--- src/rtl/keybank_pkg.sv ---
// Shared types, default sizes and the beat-width helper for the key bank.
// The ZERO state exists only when KEYBANK_ZEROIZE_EN is defined.
package keybank_pkg;

    localparam int DATA_WIDTH_DEF = 128;
    localparam int ADDR_WIDTH_DEF = 4;
    localparam int BEATS_DEF      = 2;

`ifdef KEYBANK_ZEROIZE_EN
    typedef enum logic [1:0] {
        ST_IDLE = 2'd0,
        ST_READ = 2'd1,
        ST_DONE = 2'd2,
        ST_ZERO = 2'd3
    } state_e;
`else
    typedef enum logic [1:0] {
        ST_IDLE = 2'd0,
        ST_READ = 2'd1,
        ST_DONE = 2'd2
    } state_e;
`endif

    function automatic int beat_bits(input int beats);
        int b;
        b = 0;
        for (int i = 0; i < 31; i++) begin
            if ((1 << i) < beats) b = i + 1;
        end
        return b;
    endfunction

endpackage

--- src/rtl/mod_keybank_mem.sv ---
// Word storage for the key bank: one write port, one async read port,
// every word cleared by reset.
module mod_keybank_mem
    import keybank_pkg::*;
#(
    parameter int DATA_WIDTH = DATA_WIDTH_DEF,
    parameter int ADDR_WIDTH = ADDR_WIDTH_DEF
) (
    input  logic                  clk,
    input  logic                  resetn,
    input  logic                  we,
    input  logic [ADDR_WIDTH-1:0] waddr,
    input  logic [DATA_WIDTH-1:0] wdata,
    input  logic [ADDR_WIDTH-1:0] raddr,
    output logic [DATA_WIDTH-1:0] rdata
);

    localparam int DEPTH = 1 << ADDR_WIDTH;

    logic [DATA_WIDTH-1:0] mem_q [DEPTH];
    logic [DATA_WIDTH-1:0] mem_d [DEPTH];

    always_comb begin
        mem_d = mem_q;
        if (we) mem_d[waddr] = wdata;
    end

    always_ff @(posedge clk or negedge resetn) begin
        if (!resetn) begin
            for (int i = 0; i < DEPTH; i++) mem_q[i] <= '0;
        end else begin
            mem_q <= mem_d;
        end
    end

    assign rdata = mem_q[raddr];

endmodule

--- src/rtl/mod_keybank.sv ---
// Key bank: streams a multi-word key beat by beat over a valid/ready port.
// Optional clear-all command enabled by defining KEYBANK_ZEROIZE_EN.
module mod_keybank
    import keybank_pkg::*;
#(
    parameter int DATA_WIDTH = DATA_WIDTH_DEF,
    parameter int ADDR_WIDTH = ADDR_WIDTH_DEF,
    parameter int BEATS      = BEATS_DEF,
    localparam int KEY_W     = ADDR_WIDTH - beat_bits(BEATS)
) (
    input  logic                  clk,
    input  logic                  resetn,
    input  logic                  wr_en,
    input  logic [ADDR_WIDTH-1:0] wr_addr,
    input  logic [DATA_WIDTH-1:0] wr_data,
    input  logic                  rd_req,
    input  logic [KEY_W-1:0]      rd_key,
    input  logic                  rd_ready,
`ifdef KEYBANK_ZEROIZE_EN
    input  logic                  zeroize,
`endif
    output logic [DATA_WIDTH-1:0] data,
    output logic                  data_valid,
    output logic                  done,
    output logic                  busy,
    output logic                  wr_err
);

    localparam int BW  = beat_bits(BEATS);
    localparam int BCW = (BW > 0) ? BW : 1;

    state_e                state_q, state_d;
    logic [KEY_W-1:0]      key_q, key_d;
    logic [BCW-1:0]        beat_q, beat_d;
    logic                  data_valid_q, data_valid_d;
    logic                  done_q, done_d;
    logic                  busy_q, busy_d;
    logic                  wr_err_q, wr_err_d;
`ifdef KEYBANK_ZEROIZE_EN
    logic [ADDR_WIDTH-1:0] zaddr_q, zaddr_d;
`endif

    logic                  mem_we;
    logic [ADDR_WIDTH-1:0] mem_waddr;
    logic [DATA_WIDTH-1:0] mem_wdata;
    logic [ADDR_WIDTH-1:0] rd_addr;
    logic [DATA_WIDTH-1:0] rdata;
    logic [KEY_W-1:0]      wr_key;
    logic                  last_beat;

    // Key sits above the beat bits, so beat arithmetic never reaches the key.
    assign rd_addr   = (ADDR_WIDTH'(key_q) << BW) | ADDR_WIDTH'(beat_q);
    assign wr_key    = KEY_W'(wr_addr >> BW);
    assign last_beat = (beat_q == BCW'(BEATS - 1));

    always_comb begin
        state_d   = state_q;
        key_d     = key_q;
        beat_d    = beat_q;
        wr_err_d  = 1'b0;
        mem_we    = 1'b0;
        mem_waddr = wr_addr;
        mem_wdata = wr_data;
`ifdef KEYBANK_ZEROIZE_EN
        zaddr_d   = zaddr_q;
`endif
        unique case (state_q)
            ST_IDLE: begin
                mem_we = wr_en;
                if (rd_req) begin
                    key_d   = rd_key;
                    beat_d  = '0;
                    state_d = ST_READ;
                end
            end
            ST_READ: begin
                if (wr_en) begin
                    if (wr_key == key_q) wr_err_d = 1'b1;
                    else                 mem_we   = 1'b1;
                end
                if (rd_ready) begin
                    if (last_beat) state_d = ST_DONE;
                    else           beat_d  = beat_q + BCW'(1);
                end
            end
            ST_DONE: begin
                mem_we  = wr_en;
                state_d = ST_IDLE;
            end
`ifdef KEYBANK_ZEROIZE_EN
            ST_ZERO: begin
                wr_err_d  = wr_en;
                mem_we    = 1'b1;
                mem_waddr = zaddr_q;
                mem_wdata = '0;
                if (zaddr_q == {ADDR_WIDTH{1'b1}}) state_d = ST_DONE;
                else zaddr_d = zaddr_q + ADDR_WIDTH'(1);
            end
`endif
            default: state_d = ST_IDLE;
        endcase
`ifdef KEYBANK_ZEROIZE_EN
        // Clear-all wins over everything, including a same-cycle write.
        if (zeroize) begin
            state_d  = ST_ZERO;
            zaddr_d  = '0;
            mem_we   = 1'b0;
            wr_err_d = wr_en;
        end
`endif
        data_valid_d = (state_d == ST_READ);
        done_d       = (state_d == ST_DONE);
        busy_d       = (state_d != ST_IDLE);
    end

    always_ff @(posedge clk or negedge resetn) begin
        if (!resetn) begin
            state_q      <= ST_IDLE;
            key_q        <= '0;
            beat_q       <= '0;
            data_valid_q <= 1'b0;
            done_q       <= 1'b0;
            busy_q       <= 1'b0;
            wr_err_q     <= 1'b0;
`ifdef KEYBANK_ZEROIZE_EN
            zaddr_q      <= '0;
`endif
        end else begin
            state_q      <= state_d;
            key_q        <= key_d;
            beat_q       <= beat_d;
            data_valid_q <= data_valid_d;
            done_q       <= done_d;
            busy_q       <= busy_d;
            wr_err_q     <= wr_err_d;
`ifdef KEYBANK_ZEROIZE_EN
            zaddr_q      <= zaddr_d;
`endif
        end
    end

    mod_keybank_mem #(
        .DATA_WIDTH (DATA_WIDTH),
        .ADDR_WIDTH (ADDR_WIDTH)
    ) u_mem (
        .clk    (clk),
        .resetn (resetn),
        .we     (mem_we),
        .waddr  (mem_waddr),
        .wdata  (mem_wdata),
        .raddr  (rd_addr),
        .rdata  (rdata)
    );

    assign data       = data_valid_q ? rdata : '0;
    assign data_valid = data_valid_q;
    assign done       = done_q;
    assign busy       = busy_q;
    assign wr_err     = wr_err_q;

endmodule

--- config.mk ---
export PLATFORM = sky130hd
export DESIGN_NAME = mod_keybank
export DESIGN_NICKNAME = d
export VERILOG_FILES = /design/src/rtl/keybank_pkg.sv /design/src/rtl/mod_keybank_mem.sv /design/src/rtl/mod_keybank.sv
export SDC_FILE = /design/constraint.sdc
export NUM_CORES = 2
export LEC_CHECK = 0
export ABC_CLOCK_PERIOD_IN_PS = 6450
export BUFFER_PORTS_ARGS = -buffer_cell sky130_fd_sc_hd__clkbuf_2
export CORE_ASPECT_RATIO = 1.75
export CORE_MARGIN = 2
export CORE_UTILIZATION = 25
export DETAILED_ROUTE_END_ITERATION = 10
export SKIP_LAST_GASP = 1
export SYNTH_ARGS = -nofsm -noshare
export SYNTH_HDL_FRONTEND = slang
export SYNTH_SLANG_ARGS = --single-unit
--- constraint.sdc ---
create_clock -name clk -period 6.45 [get_ports clk]
set_input_delay 0.3225 -clock clk [delete_from_list [all_inputs] [get_ports clk]]
set_output_delay 0.3225 -clock clk [all_outputs]
set_load 0.1 [all_outputs]
# Word level (Yosys, flattened, before mapping)
# Cells that the tools add are included.
[totals] input_bits=140 word_cells=65 reg_bits=2058 output_inout_bits=132
[op_classes] reduce_logical=7 n_lt_le_gt_ge=3 n_addsub=1 eq_ne=7 mux=21 bitwise=3
[ops] cell="bitwise mux 2048 bit" n=1
[ops] cell="binary-select mux 128 bit (select 4 bit)" n=1
[ops] cell="demux 128 bit (select 4 bit)" n=1
[ops] cell="2-to-1 mux 128 bit" n=4
[ops] cell="greater-or-equal comparator 5 bit, second input constant" n=2
[ops] cell="NOT 4 -> 5 bit" n=2
[ops] cell="2-to-1 mux 1 bit" n=8
[ops] cell="2-to-1 mux 2 bit" n=3
[ops] cell="< comparator 5 x 1 -> 1 bit, second input constant" n=1
[ops] cell="equality test 2 x 1 -> 1 bit, second input constant" n=2
[ops] cell="equality test 2 bit, second input constant" n=2
[ops] cell="inequality test 2 bit, second input constant" n=2
[ops] cell="OR 4 x 1 -> 4 bit" n=1
[ops] cell="case mux 1 bit (2 select lines)" n=2
[ops] cell="case mux 2 bit (2 select lines)" n=1
[ops] cell="nonzero test 2 bit" n=2
[ops] cell="equality test 3 bit" n=1
[ops] cell="AND reduction 3 bit" n=1
[ops] cell="logical NOT 2 bit" n=1
[ops] cell="AND reduction 2 bit" n=1
[ops] cell="OR reduction 2 bit" n=1
[ops] cell="adder 1 bit, second input constant" n=1
[ops] cell="logical AND 1 bit" n=1

# Longest topological paths before layout
[depth] depth_word=6 mapped_depth=9

# Hierarchy
# Synthesis repeated with hierarchy kept, for this count alone.
[unflattened] hier_cells=5908 area_unflattened_um2=93025.5
[modules_own_cells] mod="mod_keybank_mem" area_each_um2=91700.4 seq_area_each_um2=51249.2 cells_per_inst=5731 n_inst=1
[modules_own_cells] mod="mod_keybank" area_each_um2=1325.0 seq_area_each_um2=250.2 cells_per_inst=177 n_inst=1

# Worst setup path before layout
# No wires, ideal clock.
[synth_path] kind="register to output" start="reg data_valid_q, in the netlist data_valid" end="out data[10]" stages_incl_launch_ff=7 required_time_ns=6.128 t_arrival_ns=3.555 n_path_buf=3 slack_ns=2.572 cell_sequence="dfrtp_1 and2_1 clkbuf_1 clkbuf_1 clkbuf_1 a32oi_1 o211ai_1"
[synth_via] elab_chain_cells=1
[synth_rtl] item="start, declared" line="mod_keybank.sv:35" rtl="logic data_valid_q, data_valid_d;"
[synth_rtl] item="start signal, assigned" line="mod_keybank.sv:132" rtl="data_valid_q <= data_valid_d;"
[synth_rtl] item="2-to-1 mux 128 bit" line="mod_keybank.sv:155" rtl="assign data = data_valid_q ? rdata : '0;"
[synth_rtl] item="end, declared" line="mod_keybank.sv:22" rtl="output logic [DATA_WIDTH-1:0] data,"
# Every way passes these cells.

# Final worst setup path
[layout_path] start="reg beat_q" end="out data[91]"
[layout_via] elab_chain_cells=6
[layout_rtl] item="start, declared" line="mod_keybank.sv:34" rtl="logic [BCW-1:0] beat_q, beat_d;"
[layout_rtl] item="start signal, assigned" line="mod_keybank.sv:131" rtl="beat_q <= beat_d;"
[layout_rtl] item="OR 4 x 1 -> 4 bit" line="mod_keybank.sv:52" rtl="assign rd_addr = (ADDR_WIDTH'(key_q) << BW) | ADDR_WIDTH'(beat_q);"
[layout_rtl] item="NOT 4 -> 5 bit (implied by the code)" line="mod_keybank_mem.sv:36" rtl="assign rdata = mem_q[raddr];"
[layout_rtl] item="binary-select mux 128 bit (select 4 bit)" line="mod_keybank_mem.sv:36"
[layout_rtl] item="2-to-1 mux 128 bit (implied by the code) (2 in a row)" line="mod_keybank_mem.sv:36"
[layout_rtl] item="2-to-1 mux 128 bit" line="mod_keybank.sv:155"
# Every way passes these cells. The select of a mux whose other input is x is not followed.

==> impl_results.md <==
* Core area at 373000 µm²
* Clk buf depth at 4
* First-pass GRT wire length at 401000 µm
* Clk_skew at 0.119 ns
* Seq. cell area at 51500 µm²
* PortBufs at 271
* Asr flop ratio synth at 1.00
* H-Tree Depth at 4
* Nets@finish at 6011
* Fraction of layout cells with a size suffix above 1 at 0.539
* Critical path type: reg -> out
* ANT nets after route at 0
* TritonCTS clock tree: done
* Worst Path Buf+Inv at 2
* Sequential Power Share at 0.366
* Synth Instances at 5685
* Status: complete, no violations
* Post-Syn Area at 93400 µm²
* Synth Flop Type: dfrtp_1
* Final hold vios at 0
* DR pass1 iterations at 5
* Clock latency on the worst-skew pair at 0.91 ns
* Clock transition at the registers of the reported paths at 0.07 ns
* Row count at 297
* Peak supply drop at 0.403 mV
* Tot GR Track Use at 0.141
* Placer Congestion at 0.709
* CTS root buffer: clkbuf_16
* Worst-path maximum fanout at 44
* Initial antenna violation count at 70
* MaxCap Viol Count at 0
* CP required at 6.13 ns
* Crit path DAT at 4.40 ns
* Mean number of vias per cell at 4.73
* Total wire length at 271000 µm
* Hold Crit Class: in -> reg
* Crit start category: flop
* Die area at 379000 µm²
* F_max at 212 MHz
* Post-synth EDFFs at 0
* Seq/Total Area, Yosys at 0.551
* Final instance area at 108000 µm²
* Syn avg cell area at 16.4 µm²
* Final TNS setup at 0 ns
* Die H at 813 µm
* Clk pwr share at 0.208
* DRC Markers at 0
* Starting Density at 0.250
* Setup violators final at 0
* Combinational power share at 0.426
* CP max stage delay at 0.84 ns
* Fin crit period at 4.72 ns
* Initial detailed-routing violation count at 3047
* Power Internal at 36.4 mW
* Critical Path Start: beat_q$_DFFE_PN0P_
* Critical Path Sink Type: output pin
* Fillers at 37.1k
* Pwr dens at 544 nW/µm²
* Fin. max-slew vios at 0
* I/O Pins at 272
* Vias in the first global route at 58.1k
* Largest net degree at the start of global routing at 209
* Area after DPL at 99900 µm²
* Count of cell types in the netlist at 34
* Crit-path slowest cell: dfrtp_4
* Post-CTS setup buffers at 0
* Die W at 466 µm
* Area Growth Syn to Fin at 15.6%
* Critical-path cell list: buf_4 > mux4_2 > a22o_1 > a221o_1 > clkbuf_2
* Switching portion of total power at 0.380
* Measured slew at the worst slew-check pin at 1.38 ns
* RSZ-0062 raised after global routing: no
* Vias at 51.9k
* Worst reg2reg setup slack at 2.58 ns
* Gr ovfl total at 0
* Yosys warnings at 0
* R2R cell count at 6
* Synth Register Bits at 2058
* Sinks on Clock Net at 2058
* R2R Path Start: key_q[1]$_DFFE_PN0P_
* Leakage power at 46.3 nW
* Total CTS buffers at 201
* Critical Path Stages at 5
* Slew margin rel. at 0.0809
* Cell family with most CP delay: buffers and inverters
* Average wire per standard cell at 24.7 µm
* Detailed Place HPWL at 155000 µm
* Worst Setup EP: data[91]
* Tcrit/Tclk final at 0.732
* Sw Pwr at 22.3 mW
* Multi-input logic area at 39500 µm²
* Reg-to-reg endpoint: u_mem.mem_q[877]$_DFFE_PN0P_
* Post-Syn Nets at 5825
-- what timing repair did --
action / 4_1_cts / 5_1_grt
hold buffers: 138 / 0
hold endpoints to repair: 2136 / 0
resized for setup: 0 / 0
-- cell usage in the layout (no fill, tap or decap), types with 49 or more instances in the layout --
cell / count
mux4_2: 484
dlygate4sd3_1: 138
clkbuf_16: 203
mux2i_1: 256
mux2_4: 240
dfrtp_1: 2055
buf_4: 65
nand2_1: 49
o22ai_1: 100
mux2_2: 1811
clkbuf_2: 270
-- cells by family (layout without fill, tap and decap cells) --
| family | after synthesis | after routing | synth area share |
|---|---|---|---|
| AOI/OAI and AO/OA | 173 | 173 | 0.0133 |
| xor gates and xnor gates | 3 | 3 | 0.000281 |
| buffers and inverters | 535 | 871 | 0.0273 |
| other | 0 | 21 | 0 |
| and+or+nand+nor | 125 | 125 | 0.00716 |
| DFF | 2058 | 2058 | 0.551 |
| muxes | 2791 | 2791 | 0.401 |
-- registers in the layout, summed over array words and instances, names as in the netlist --
signal / cells
wr_err: 1
key_q: 3
state_q: 2
u_mem.mem_q: 2048
done: 1
busy: 1
beat_q: 1
data_valid: 1
-- cell type report --
type	count	share of cell area
flip-flops and latches	2058	0.477
multi-input cells	3092	0.366
well taps	4933	0.0571
clock buffers	288	0.0538
repair buffers	517	0.0380
clock inverters	65	0.00833
diodes	21	0.000486
inverters	1	0.0000347
-- power groups by stage --
stage                     Clock [mW]  Sequential (mW)  Combinational [mW]
after floorplan                    0             20.4                19.9
after global placement             0             21.1                25.0
after detailed placement           0             21.7                25.4
after CTS                       12.6             21.4                25.5
after global routing            13.1             22.1                26.5
final                           12.2             21.5                25.0
-- stage by stage --
step | utilization | std cells | hold slack, ns | setup slack [ns] | power (mW)
3_3_place_gp | 0.268 | 10500 | 0.339 | 2.45 | 46.1
2_1_floorplan | - | 5685 | 0.0269 | 2.57 | 40.4
3_5_place_dp | 0.268 | 10500 | 0.344 | 2.49 | 47.0
6_report | 0.290 | 11000 | 0.0721 | 1.73 | 58.7
5_1_grt | 0.290 | 11000 | 0.0521 | 1.38 | 61.7
4_1_cts | 0.289 | 11000 | 0.00602 | 1.45 | 59.6
-- metal layers --
metal  vias to the layer above  routed length [µm]  track usage
met1                     28900              111000        0.172
met5                         -                 215            0
met3                       464                9890       0.0203
li1                      21600                   -            -
met2                       989              142000        0.255
met4                        34                8610       0.0430
-- how the worst min path moves through the flow --
stage / from / endpoint / cells after the start
after CTS: wr_data[68] / u_mem.mem_q[1860]$_DFFE_PN0P_ / 2
final: wr_data[68] / u_mem.mem_q[1860]$_DFFE_PN0P_ / 2
after detailed placement: resetn / u_mem.mem_q[725]$_DFFE_PN0P_ / 1
after floorplan: resetn / beat_q$_DFFE_PN0P_ / 0
after global routing: wr_data[68] / u_mem.mem_q[1860]$_DFFE_PN0P_ / 2
after global placement: resetn / u_mem.mem_q[974]$_DFFE_PN0P_ / 1
-- synthesized netlist by cell type (8+ instances only) --
master | n | area share
nor2_1 | 8 | 0.00032
mux2_4 | 240 | 0.039
nand4_1 | 20 | 0.0013
buf_6 | 18 | 0.0022
mux4_2 | 484 | 0.12
a22o_1 | 13 | 0.0012
and3_1 | 13 | 0.00087
a22oi_1 | 13 | 0.0010
mux2i_1 | 256 | 0.027
a32oi_1 | 15 | 0.0014
dfrtp_1 | 2058 | 0.55
buf_1 | 57 | 0.0023
a221o_1 | 13 | 0.0014
o22ai_1 | 100 | 0.0067
clkbuf_1 | 267 | 0.011
mux2_2 | 1811 | 0.22
nand2_1 | 50 | 0.0020
buf_2 | 181 | 0.0097
o211ai_1 | 15 | 0.0012
buf_12 | 11 | 0.0024
Note: power is estimated with default switching activity, not from simulation.
